==> src/rtl/rv_pkg.sv <==
// Shared encodings for the instruction/data memory arbiter: FSM states and port owner.
// Latency: none, constants only.
// Backpressure: none, constants only.
package rv_pkg;

   localparam logic [1:0] ST_IDLE = 2'd0;
   localparam logic [1:0] ST_REQ  = 2'd1;
   localparam logic [1:0] ST_RESP = 2'd2;

   localparam logic OWN_IF = 1'b0;
   localparam logic OWN_DM = 1'b1;

endpackage

==> src/rtl/rv_mem_arb.sv <==
// Arbitrates fetch and data requesters onto one single-outstanding memory port.
// Latency: mem_req_o one cycle after request is sampled; gnt with mem_gnt_i; rvalid passes through from mem_rvalid_i.
// Backpressure: requesters hold req until their gnt pulse; memory stalls by withholding mem_gnt_i.
module rv_mem_arb
   import rv_pkg::*;
#(
   parameter int ADDR_W     = 32,
   parameter int DATA_W     = 32,
   parameter int STARVE_MAX = 4
) (
   input  logic                clk,
   input  logic                rstn,
   // fetch port
   input  logic                if_req_i,
   input  logic [ADDR_W-1:0]   if_addr_i,
   output logic                if_gnt_o,
   output logic                if_rvalid_o,
   output logic [DATA_W-1:0]   if_rdata_o,
   // data port
   input  logic                dm_req_i,
   input  logic                dm_we_i,
   input  logic [DATA_W/8-1:0] dm_be_i,
   input  logic [ADDR_W-1:0]   dm_addr_i,
   input  logic [DATA_W-1:0]   dm_wdata_i,
   output logic                dm_gnt_o,
   output logic                dm_rvalid_o,
   output logic [DATA_W-1:0]   dm_rdata_o,
   // shared memory port
   output logic                mem_req_o,
   output logic                mem_we_o,
   output logic [DATA_W/8-1:0] mem_be_o,
   output logic [ADDR_W-1:0]   mem_addr_o,
   output logic [DATA_W-1:0]   mem_wdata_o,
   input  logic                mem_gnt_i,
   input  logic                mem_rvalid_i,
   input  logic [DATA_W-1:0]   mem_rdata_i
);

   localparam int               CNT_W      = $clog2(STARVE_MAX + 1);
   localparam logic [CNT_W-1:0] STARVE_LIM = CNT_W'(STARVE_MAX);

   logic [1:0]       state;
   logic             owner;
   logic [CNT_W-1:0] starve_cnt;
   logic             fetch_wins;
   logic             mem_take;
   logic             resp_phase;

   // Data normally has priority; a waiting fetch gets through once it has been passed over STARVE_MAX times.
   assign fetch_wins = if_req_i && (!dm_req_i || (starve_cnt == STARVE_LIM));

   // Memory accept only counts while a request is actually being presented.
   assign mem_take   = (state == ST_REQ) && mem_gnt_i;
   assign resp_phase = (state == ST_RESP);

   assign if_gnt_o    = mem_take && (owner == OWN_IF);
   assign dm_gnt_o    = mem_take && (owner == OWN_DM);
   assign if_rvalid_o = resp_phase && mem_rvalid_i && (owner == OWN_IF);
   assign dm_rvalid_o = resp_phase && mem_rvalid_i && (owner == OWN_DM);
   assign if_rdata_o  = (resp_phase && (owner == OWN_IF)) ? mem_rdata_i : '0;
   assign dm_rdata_o  = (resp_phase && (owner == OWN_DM)) ? mem_rdata_i : '0;

   // Transaction FSM: latch the winner onto the registered memory port, hold until accepted, wait for response.
   always_ff @(posedge clk or negedge rstn) begin
      if (!rstn) begin
         state       <= ST_IDLE;
         owner       <= OWN_IF;
         mem_req_o   <= 1'b0;
         mem_we_o    <= 1'b0;
         mem_be_o    <= '0;
         mem_addr_o  <= '0;
         mem_wdata_o <= '0;
      end else begin
         case (state)
            ST_IDLE: begin
               if (if_req_i || dm_req_i) begin
                  state     <= ST_REQ;
                  mem_req_o <= 1'b1;
                  if (fetch_wins) begin
                     owner       <= OWN_IF;
                     mem_we_o    <= 1'b0;
                     mem_be_o    <= '1;
                     mem_addr_o  <= if_addr_i;
                     mem_wdata_o <= '0;
                  end else begin
                     owner       <= OWN_DM;
                     mem_we_o    <= dm_we_i;
                     mem_be_o    <= dm_be_i;
                     mem_addr_o  <= dm_addr_i;
                     mem_wdata_o <= dm_wdata_i;
                  end
               end
            end
            ST_REQ: begin
               if (mem_gnt_i) begin
                  state     <= ST_RESP;
                  mem_req_o <= 1'b0;
               end
            end
            ST_RESP: begin
               if (mem_rvalid_i) begin
                  state <= ST_IDLE;
               end
            end
            default: begin
               state     <= ST_IDLE;
               mem_req_o <= 1'b0;
            end
         endcase
      end
   end

   // Count data grants that overtook a waiting fetch; any fetch grant or an idle fetch port clears it.
   always_ff @(posedge clk or negedge rstn) begin
      if (!rstn) begin
         starve_cnt <= '0;
      end else if (!if_req_i || if_gnt_o) begin
         starve_cnt <= '0;
      end else if (dm_gnt_o && (starve_cnt != STARVE_LIM)) begin
         starve_cnt <= starve_cnt + CNT_W'(1);
      end
   end

endmodule

==> config.mk <==
export PLATFORM = sky130hd
export DESIGN_NAME = rv_mem_arb
export DESIGN_NICKNAME = d
export VERILOG_FILES = /design/src/rtl/rv_pkg.sv /design/src/rtl/rv_mem_arb.sv
export SDC_FILE = /design/constraint.sdc
export NUM_CORES = 1
export LEC_CHECK = 0
export BUFFER_PORTS_ARGS = -buffer_cell sky130_fd_sc_hd__clkbuf_2
export CORE_AREA = 2 2 108 110
export DETAILED_ROUTE_END_ITERATION = 12
export DIE_AREA = 0 0 110 112
export PLACE_DENSITY = 0.73
export SYNTH_ARGS = -nofsm -noshare
export SYNTH_HDL_FRONTEND = slang
export SYNTH_SLANG_ARGS = --single-unit
==> constraint.sdc <==
create_clock -name clk -period 2.2 [get_ports clk]
set_clock_uncertainty 0.15 [all_clocks]
set_input_delay 0.22 -clock clk [delete_from_list [all_inputs] [get_ports clk]]
set_output_delay 0.22 -clock clk [all_outputs]
set_load 0.02 [all_outputs]
==> flow_summary.json <==
{
  "maxSlewViolCount": 0,
  "clkTransAtPathRegs_ns": 0.06,
  "ys_ff_latch": 76,
  "rr_endpoint": "mem_addr_o[11]$_DFFE_PN0P_",
  "multi_input_area_um2": 2002,
  "hpwl_mm": 10.53,
  "synth.distinct_cells": 27,
  "setup_tns_ns": 0,
  "vdd_drop_max_mv": 0.5551,
  "use_met1_pct": 26.43,
  "synthesis.area_um2": 4175,
  "critPathCaptureType": "flop",
  "cp.arrival_ns": 2.17,
  "synth_warnings": 0,
  "min_path_cells": 3,
  "outcome": "completed",
  "antenna_found_initial": 0,
  "num-fill-cells": 1019,
  "cts_tree": "built",
  "use_met3_pct": 2.752,
  "finalHoldViolCount": 0,
  "reg2reg_depth": 6,
  "grt_busiest_layer": "met2",
  "place_area_um2": 5609,
  "cts.path.max_buffers": 2,
  "yosys.area.top_type": "dfrtp_1",
  "syn_area_per_cell_um2": 10.36,
  "rows": 39,
  "startpoint": "starve_cnt[0]$_DFFE_PN0P_",
  "cts.sinks": 76,
  "start_kind": "flop",
  "numPortBuffers": 276,
  "grt_pass1_vias": 4485,
  "synth_nets": 544,
  "grt_max_degree": 68,
  "first_pass_iters": 4,
  "die_x_um": 110,
  "synth-adder-area-share_pct": 0.5993,
  "yosys-top-cells-area": "dfrtp_1 46%, and2_1 9.9%, and3_1 9.9%",
  "finalWorstPathRequiredPeriod_ns": 2.111,
  "max_freq_ghz": 0.4736,
  "diodes": 0,
  "postCtsSetupBuffers": 0,
  "globalRouteTotalUtil_pct": 23.34,
  "gp_congestion": 0.8541,
  "critPathCapture": "mem_addr_o[11]$_DFFE_PN0P_",
  "hold_class": "in -> reg",
  "die_height_um": 112,
  "synth_top_family_by_area": "simple AND/OR/NAND/NOR gates",
  "setup_violations": 0,
  "final_area_um2": 5919,
  "ff2ff_setup_slack_ns": 0.09,
  "finalNetCount": 798,
  "overflow": 0,
  "p_leak_nw": 3.359,
  "worstSkewPairLatency_ns": 0.32,
  "dieArea_um2": 12320,
  "synth_compound_area_share_pct": 17.29,
  "drc": 0,
  "synth_top_area_share_pct": 45.55,
  "drive_gt1_share_pct": 47.13,
  "required_ns": 2.25,
  "antenna_left": 0,
  "grt_pass1_wl_mm": 22.54,
  "synthXorXnorAreaFrac_pct": 0,
  "drt_iter0_drc": 350,
  "worst_pin_slew_ns": 0.4953,
  "power_density_nw_per_um2": 1312,
  "post-route-period-util_pct": 95.97,
  "io_pins": 277,
  "synthMuxAreaShare_pct": 0.3596,
  "initial_core_util_pct": 37.36,
  "path_class": "reg -> reg",
  "viasPerCell": 5.234,
  "core_region_area_um2": 11170,
  "rsz0062_at_grt": "false",
  "yosys.area_share.simple_pct": 29.46,
  "drv_cap": 0,
  "register_area_um2": 1903,
  "route.vias.total": 4213,
  "cts_max_level": 3,
  "worstReg2RegStart": "starve_cnt[0]$_DFFE_PN0P_",
  "root_buffer": "clkbuf_16",
  "ys_seq_area_share_pct": 45.55,
  "grtUsageMet2_pct": 43.27,
  "numCtsBuffers": 9,
  "syn_inst": 403,
  "area_growth_pct": 41.77,
  "wl_mm": 14.35,
  "path_max_fanout": 44,
  "max-slew-margin-rel_pct": 66.98,
  "routedWlPerCell_um": 17.82
}
worst max-delay path: stages (launching register included):
cell and delay (ns):
dfrtp_1 0.40, inv_1 0.09, ha_1 0.25, a21bo_4 0.41, nand2_2 0.14, buf_12 0.20
a221o_1 0.32
where the power goes:
group | internal (mW) | total (mW) | switching, mW
clock network | 0.825 | 1.39 | 0.568
registers | 2.04 | 2.45 | 0.415
logic | 1.59 | 3.92 | 2.33
timing repair:
action                                  CTS  global route
hold buffers                              2             0
endpoints found under the hold margin    35             0
endpoints found under the setup margin    0             5
resized for setup                         0             1
cell usage in the layout, fill, tap and decap left out:
| master | count |
|---|---|
| nand4_1 | 3 |
| a21bo_4 | 1 |
| nand2_2 | 2 |
| nand3b_1 | 2 |
| inv_1 | 4 |
| nor3_1 | 1 |
| buf_4 | 10 |
| clkinv_2 | 1 |
| a221o_1 | 32 |
| nor2_4 | 1 |
| a21oi_1 | 15 |
| and2_1 | 66 |
| and2_4 | 1 |
| a31oi_1 | 1 |
| dfrtp_1 | 75 |
| nor2_1 | 5 |
| o21ai_0 | 3 |
| nand2_1 | 6 |
| and3b_1 | 1 |
| clkbuf_2 | 275 |
| ha_1 | 2 |
| clkbuf_16 | 9 |
| dlygate4sd3_1 | 2 |
| buf_12 | 3 |
| and3_1 | 66 |
| dfrtp_2 | 1 |
| nand2b_1 | 1 |
| clkinvlp_4 | 3 |
| clkinv_4 | 1 |
| or2_2 | 1 |
| and4_1 | 32 |
| clkbuf_8 | 2 |
| a22o_1 | 33 |
| mux2_4 | 1 |
cell type report:
| type | count | share of cell area (%) |
|---|---|---|
| flip-flops and latches | 76 | 32.15 |
| well taps | 143 | 3.023 |
| repair buffers | 290 | 25.87 |
| multi-input cells | 276 | 33.82 |
| clock buffers | 11 | 4.270 |
| clock inverters | 5 | 0.6130 |
| inverters | 4 | 0.2536 |
flip-flops by register name (all words and copies together) (netlist names):
register	count
mem_addr_o	32
mem_be_o	4
mem_req_o	1
mem_wdata_o	32
mem_we_o	1
owner	1
starve_cnt	3
state	2
per-layer routing:
layer	share of wire, %	vias up	wire length [um]
met5	0	-	0
met4	2.6	0	369
met3	5.0	24	713
met2	53	181	7671
met1	39	1999	5593
li1	-	2009	-
through the flow:
stage                     hold WS, ns  worst slack (ns)  power (mW)  cells  util (%)
after CTS                    0.009887            0.1159       7.815    805     52.96
after global routing          0.03317           0.01204       8.280    805     52.97
after detailed placement      0.07093            0.1149       6.398    787     50.20
final                         0.01876           0.08860       7.769    805     52.97
after floorplan               -0.2256            0.4386       5.097    403         -
after global placement        0.06481            0.2109       6.288    787     50.20
logic make-up (layout without fill, tap and decap cells):
| logic type | after synthesis | after routing |
|---|---|---|
| compound gates | 85 | 85 |
| fa+ha+maj | 2 | 2 |
| buf+inv | 51 | 310 |
| flops | 76 | 76 |
| mux | 1 | 1 |
| simple gates | 188 | 188 |
cell usage after synthesis:
library cell,instances
a21bo_4,1
a21oi_1,15
a221o_1,32
a22o_1,33
a31oi_1,1
and2_1,66
and2_4,1
and3_1,66
and3b_1,1
and4_1,32
buf_2,15
buf_4,1
buf_6,9
clkbuf_1,22
dfrtp_1,76
ha_1,2
inv_1,4
mux2_4,1
nand2_1,7
nand2_2,1
nand2b_1,1
nand3b_1,2
nand4_1,3
nor2_1,6
nor3_1,1
o21ai_0,3
or2_1,1
worst min path at each step:
stage	from	to	slack, ns
after CTS	dm_be_i[0]	mem_be_o[0]$_DFFE_PN0P_	0.01
after floorplan	rstn	mem_addr_o[0]$_DFFE_PN0P_	-0.23
after detailed placement	rstn	mem_addr_o[20]$_DFFE_PN0P_	0.07
after global routing	dm_be_i[2]	mem_be_o[2]$_DFFE_PN0P_	0.03
final	dm_be_i[0]	mem_be_o[0]$_DFFE_PN0P_	0.02
after global placement	rstn	mem_addr_o[23]$_DFFE_PN0P_	0.06
Power figures use the tool's default switching activity.
